## src/rtl/counter_load_sequencer.sv

```systemverilog
// counter_load_sequencer: FIFO-buffered preset loader issuing spaced load pulses; COUNTER_LOAD_SEQ_LEVEL_EN adds fill_level
module counter_load_sequencer #(
  parameter int WIDTH = 4,
  parameter int DEPTH = 4,
  parameter int GAP   = 3
) (
  input  logic                     clk,
  input  logic                     reset_n,
  input  logic                     req_valid,
  input  logic [WIDTH-1:0]         req_data,
  output logic                     req_ready,
  input  logic                     seq_en,
  input  logic                     flush,
  output logic                     load,
  output logic [WIDTH-1:0]         load_data,
`ifdef COUNTER_LOAD_SEQ_LEVEL_EN
  output logic [$clog2(DEPTH):0]   fill_level,
`endif
  output logic                     busy
);
  localparam int AW = $clog2(DEPTH);
  localparam int GW = GAP > 0 ? $clog2(GAP + 1) : 1;
  typedef enum logic {S_IDLE, S_GAP} state_t;
  state_t state, state_nxt;
  logic [WIDTH-1:0] mem [DEPTH];
  logic [AW:0] wptr, rptr;
  logic [GW-1:0] gap_cnt, gap_nxt;
  logic empty, full, push, issue;
  assign empty = wptr == rptr;
  assign full = (wptr[AW] != rptr[AW]) && (wptr[AW-1:0] == rptr[AW-1:0]);
  assign req_ready = !full && !flush;
  assign push = req_valid && req_ready;
  assign busy = !empty || state == S_GAP || load;
`ifdef COUNTER_LOAD_SEQ_LEVEL_EN
  assign fill_level = wptr - rptr;
`endif
  // state and gap counter registers
  always_ff @(posedge clk or negedge reset_n)
    if (!reset_n) begin
      state <= S_IDLE;
      gap_cnt <= '0;
    end else begin
      state <= state_nxt;
      gap_cnt <= gap_nxt;
    end
  // next state: flush wins, an issue arms the gap, the gap counts down to idle
  always_comb begin
    state_nxt = state;
    gap_nxt = gap_cnt;
    if (flush) begin
      state_nxt = S_IDLE;
      gap_nxt = '0;
    end else if (issue) begin
      state_nxt = GAP > 0 ? S_GAP : S_IDLE;
      gap_nxt = GW'(GAP);
    end else if (state == S_GAP) begin
      state_nxt = gap_cnt == GW'(1) ? S_IDLE : S_GAP;
      gap_nxt = gap_cnt - 1'b1;
    end
  end
  // issue decode: pop the head and pulse load when idle, enabled and not flushing
  always_comb begin
    issue = state == S_IDLE && seq_en && !empty && !flush;
  end
  // registered load outputs and FIFO pointers
  always_ff @(posedge clk or negedge reset_n)
    if (!reset_n) begin
      load <= 1'b0;
      load_data <= '0;
      wptr <= '0;
      rptr <= '0;
    end else begin
      load <= issue;
      if (issue) load_data <= mem[rptr[AW-1:0]];
      wptr <= flush ? '0 : wptr + (AW+1)'(push);
      rptr <= flush ? '0 : rptr + (AW+1)'(issue);
    end
  // FIFO storage
  always_ff @(posedge clk)
    if (push) mem[wptr[AW-1:0]] <= req_data;
endmodule
```

## config.mk

```make
export PLATFORM = sky130hd
export DESIGN_NAME = counter_load_sequencer
export DESIGN_NICKNAME = d
export VERILOG_FILES = /design/src/rtl/counter_load_sequencer.sv
export SDC_FILE = /design/constraint.sdc
export NUM_CORES = 1
export LEC_CHECK = 0
export CAP_MARGIN = 25
export CORE_MARGIN = 2
export CORE_UTILIZATION = 48
export DETAILED_ROUTE_END_ITERATION = 10
export PLACE_DENSITY = 0.74
export SYNTH_ARGS = -nofsm -noshare
export SYNTH_HDL_FRONTEND = slang
export SYNTH_SLANG_ARGS = --single-unit
```

## constraint.sdc

```tcl
create_clock -name clk -period 1.8 [get_ports clk]
set_clock_uncertainty 0.15 [all_clocks]
set_input_delay 0.36 -clock clk [delete_from_list [all_inputs] [get_ports clk]]
set_output_delay 0.36 -clock clk [all_outputs]
set_load 0.02 [all_outputs]
```

Word level (Yosys, flattened, before mapping)
Memories as Yosys holds them, arrays and structs flattened. A register that Yosys moved wholly into a read port is not among the register bits.
Index checks and enable logic that the tools add are counted.
W data, S select, Z words.
- RAM bits: 16
- output and inout port bits: 7
- logic and storage cells: 38
- register bits after elaboration: 10
- memories kept: 1
- memories (name ; words ; width ; read ports ; clocked after memory_dff ; write ports ; line ; source):
    mem ; 4 ; 4 ; 1 ; 1 ; 1 ; 25 ; logic [WIDTH-1:0] mem [DEPTH];
- $add $sub $neg: 3
- equal/unequal tests: 4
- reductions and logical operators: 13
- bitwise operators: 1
- muxes and demuxes: 11
- operators with widths (cell ; number):
    $add A3 B1 Y3 ; 2
    $logic_and A1 B1 Y1 ; 6
    $mux W1 ; 6
    $mux W2 ; 3
    $mux W3 ; 2
    $logic_not A1 Y1 ; 4
    $eq A3 B3 Y1 ; 1
    $reduce_bool A3 Y1 ; 1
    $eq A2 B1 Y1 const B ; 1
    $eq A2 B2 Y1 ; 1
    $logic_or A1 B1 Y1 ; 2
    $sub A2 B1 Y2 const B ; 1
    $ne A1 B1 Y1 ; 1
    $not A1 Y1 ; 1

Depth between registers and ports, before layout
- depth in word-level cells: 7
- gate-level depth with buffers: 8

Least setup slack after synthesis
OpenSTA, ideal clock, no wires.
- kind: register -> register
- start point: register rptr[0]
- end point: register rptr[1]
- path buffers: 1
- required time: 1.518 ns
- setup slack: -0.163 ns
- library setup time: 0.132 ns
- arrival: 1.681 ns
- cell stages (with the launch flop): 8
- clock period less this slack: 1.963 ns
- path through: dfrtp_1 buf_6 xor2_4 o311ai_4 inv_4 ha_1 ha_1 nor2b_1
- cells in the longest elaborated chain, start to end: 6
- ends and longest elaborated chain (item ; line ; source):
    from (decl) ; 26 ; logic [AW:0] wptr, rptr;
    from (signal assigned) ; 76 ; rptr <= flush ? '0 : rptr + (AW+1)'(issue);
    $eq A3 B3 Y1 ; 29 ; assign empty = wptr == rptr;
    $logic_not A1 Y1 ; 63 ; issue = state == S_IDLE && seq_en && !empty && !flush;
    $logic_and A1 B1 Y1 (2 in series) ; 63 ;
    via issue ; 28 ; logic empty, full, push, issue;
    $add A3 B1 Y3 ; 76 ;
    $mux W3 ; 76 ;
The timed path passes the listed nets, and every way through them passes these cells.
A chain may end at the register's enable or synchronous reset.

Final worst setup path
- start point: register rptr[1]
- end point: memory mem[1][3], enable pin
- cells in the longest elaborated chain, start to end: 7
- ends and longest elaborated chain (item ; line ; source):
    $eq A2 B2 Y1 ; 30 ; assign full = (wptr[AW] != rptr[AW]) && (wptr[AW-1:0] == rptr[AW-1:0]);
    $logic_and A1 B1 Y1 ; 30 ;
    $logic_not A1 Y1 ; 31 ; assign req_ready = !full && !flush;
    $logic_and A1 B1 Y1 ; 31 ;
    $logic_and A1 B1 Y1 ; 32 ; assign push = req_valid && req_ready;
    $mux W1 ; 80 ; if (push) mem[wptr[AW-1:0]] <= req_data;
    $mux W1 (implied by the code) ; 80 ;
    to (decl) ; 25 ;
Every way passes these cells.

==> metrics.txt <==
status finished, violations left; failing checks negative setup slack; Synth-to-Final Area Change 38.69%; Hold WS 0.1896 ns; DR vias 792; fmax 522.9 MHz; vias in the first global route 855; drt via density 5.245; Initial Utilization ~50%; Yosys warning count 0; final instance area 1848 um2; met2 usage 29.73%; TritonCTS Sinks 30; CP Launch Type flop; Clock Tree Buf Depth 2; Worst-Skew Late Latency 0.32 ns; I/O Buffers 15; Layout Utilization roughly 69%; Netlist cell types 26; # DRC 0; worst-path maximum fanout 4; GR Util met1 ~20%; final cell count without fillers between 150 and 200; Clock Power Share 23.3%; crit path time final 1.913 ns; P_leak 0.7422 nW; Worst EP required 1.74 ns; P_int between 1 and 1.5 mW; P_sw about 450 uW; clk root buf clkbuf_4; num rows 19; Clk pin slew, worst setup/hold paths 0.10 ns; Hold Crit Class input pin to async pin; Switching Fraction 28.29%; post-place setup slack -0.2862 ns; sequential share of the synthesized area ~62%; CTS tree yes; Post-DRT Antenna Nets 0; grt ovf 0; first-pass GRT wire length approximately 4000 um; crit path DAT 1.85 ns; largest net degree at the start of global routing 15; nets@finish 133; Die H 56.69 um; final worst-path cycle share 106.3%; CORE AREA 2686 um2; total power 1.580 mW; layout cells sized above 1 45.83%; # IOs 16; Mapped Area 1333 um2; RePlAce Congestion about 0.73; Max Slew Vio Count 0; Antenna Cells 0; maximum vdd drop approximately 0.7 mV; relative slew slack between 70 and 80%; Post-Route WL roughly 2400 um; GRT Overall Usage 17.78%; DR WL/cell roughly 16 um; R2R cell count 7; reg-to-reg setup timing slack -0.11 ns; Reg power frac 52.6%; Synthesized Nets 92; drt initial violations 16; Gate power share 24.0%; Top Usage Layer GRT met2; pwr/cell area between 800 and 900 nW/um2; RSZ-0062 raised after global routing yes; Reg2Reg Launch Point rptr[1]$_DFF_PN0_; H-tree Lvls 2; initial antenna violation count 0; Worst setup EP type flop; Crit Path Class flop to flop; hpwl dp 1736 um; Placed Instance Area 1690 um2; #FFs+latches synth 30; GR met3 Demand/Resource 7.604%; CTS Buf Count 5; Cells after Synth 78; worst setup margin -0.1125 ns; Setup violations, final 23; hold buffer count at CTS 0; syn avg cell area 17.08 um2; Least-Margin Pin Slew 0.3116 ns; die area around 3200 um2; drt pass-1 iters 4; die width roughly 57 um; FF-to-FF End mem[1][3]$_DFFE_PP_; setup TNS -1.856 ns; # placed instances 139; Fin. Hold Viols 0; total of max-cap violations 0
sequential cells by signal (all words and copies together), names as in the netlist:
| name | cells |
|---|---|
| wptr | 3 |
| rptr | 3 |
| state | 1 |
| gap_cnt | 2 |
| load | 1 |
| load_data | 4 |
| mem | 16 |
power groups by stage:
stage | clock network (mW) | logic, mW | registers (mW)
floorplan | 0 | 0.151 | 0.900
CTS | 0.381 | 0.378 | 0.833
global placement | 0 | 0.390 | 0.844
detailed placement | 0 | 0.403 | 0.849
finish | 0.369 | 0.380 | 0.831
global route | 0.422 | 0.405 | 0.838
synthesized netlist by cell type (all sizes together):
| master | count | area share [%] |
|---|---|---|
| buf | 1 | 0.85 |
| xnor2 | 3 | 2.0 |
| o311ai | 2 | 3.2 |
| mux4 | 4 | 7.9 |
| nor3b | 2 | 1.1 |
| o31a | 1 | 0.66 |
| clkbuf | 1 | 0.28 |
| dfrtp | 14 | 26 |
| inv | 4 | 1.3 |
| nor3 | 1 | 0.38 |
| mux2 | 4 | 4.5 |
| and3 | 1 | 0.47 |
| edfxtp | 16 | 36 |
| nand3 | 1 | 0.38 |
| mux2i | 1 | 0.75 |
| nor2 | 5 | 1.4 |
| nand2b | 1 | 0.47 |
| xor2 | 3 | 3.9 |
| nor2b | 4 | 1.9 |
| a21oi | 4 | 1.5 |
| ha | 5 | 4.7 |
cell usage in the layout (no fill, tap or decap):
master,netlist,layout
edfxtp_1,16,16
xnor2_2,0,3
nor2b_4,0,1
buf_2,0,1
nand2b_1,1,1
ha_4,0,4
clkinvlp_4,0,1
nor2_1,5,5
buf_12,0,1
inv_4,1,1
inv_2,1,1
mux2_4,4,4
dlygate4sd2_1,0,5
dfrtp_2,0,3
o31a_1,1,1
nor3b_2,0,2
xor2_4,1,1
nand3_1,1,1
clkinv_2,0,1
clkinv_1,0,1
a21oi_1,4,4
mux2i_1,1,1
clkbuf_4,0,5
buf_6,1,3
mux4_1,4,4
clkdlybuf4s50_1,0,8
ha_1,5,1
dfrtp_1,14,11
xor2_1,1,1
and3_4,0,1
buf_4,0,18
xor2_2,1,1
nor3_4,0,1
inv_1,2,2
o311ai_4,1,2
nor2b_1,4,3
kinds of logic after synthesis:
kind of cell | Yosys count | synth area share (%)
xor gates and xnor gates | 6 | 5.917
muxes | 9 | 13.15
DFF | 30 | 62.35
and+or+nand+nor | 15 | 6.103
AOI/OAI and AO/OA | 7 | 5.353
adders and majority gates | 5 | 4.695
buffers and inverters | 6 | 2.441
final cells by class:
cell class	count	area, um2
fill	200	838.3
sequential	30	834.6
multi-input combinational	42	585.6
timing repair buffer	36	317.8
tap	31	38.79
clock buffer	5	37.54
inverter	4	17.52
clock inverter	3	16.27
critical path: stages, from the launching register on:
cell and delay [ns]:
dfrtp_2 0.43, xor2_2 0.19, buf_6 0.13, o311ai_4 0.31, buf_4 0.17, buf_6 0.11
nor3b_2 0.04, buf_4 0.15
per-layer routing:
metal / routed length [um] / part of all wire, %
met5: 0 / 0
met4: 21 / 0.89
met3: 131 / 5.5
met2: 1279 / 54
met1: 937 / 40
what timing repair did:
item	CTS	global route
cloned	0	0
gates resized for setup	27	5
buffers inserted	2	3
pin swaps	8	9
setup endpoints to repair	21	29
how the worst max path moves through the flow:
stage / endpoint / start / slack [ns] / cells after the start
final: mem[1][3]$_DFFE_PP_ / rptr[1]$_DFF_PN0_ / -0.11 / 7
after global routing: wptr[2]$_DFF_PN0_ / rptr[1]$_DFF_PN0_ / -0.20 / 8
after CTS: rptr[1]$_DFF_PN0_ / wptr[0]$_DFF_PN0_ / -0.15 / 7
after detailed placement: req_ready / flush / -0.29 / 3
after global placement: req_ready / flush / -0.26 / 3
after floorplan: rptr[1]$_DFF_PN0_ / rptr[0]$_DFF_PN0_ / -0.1 / 7
Note: power is estimated with default switching activity, not from simulation.
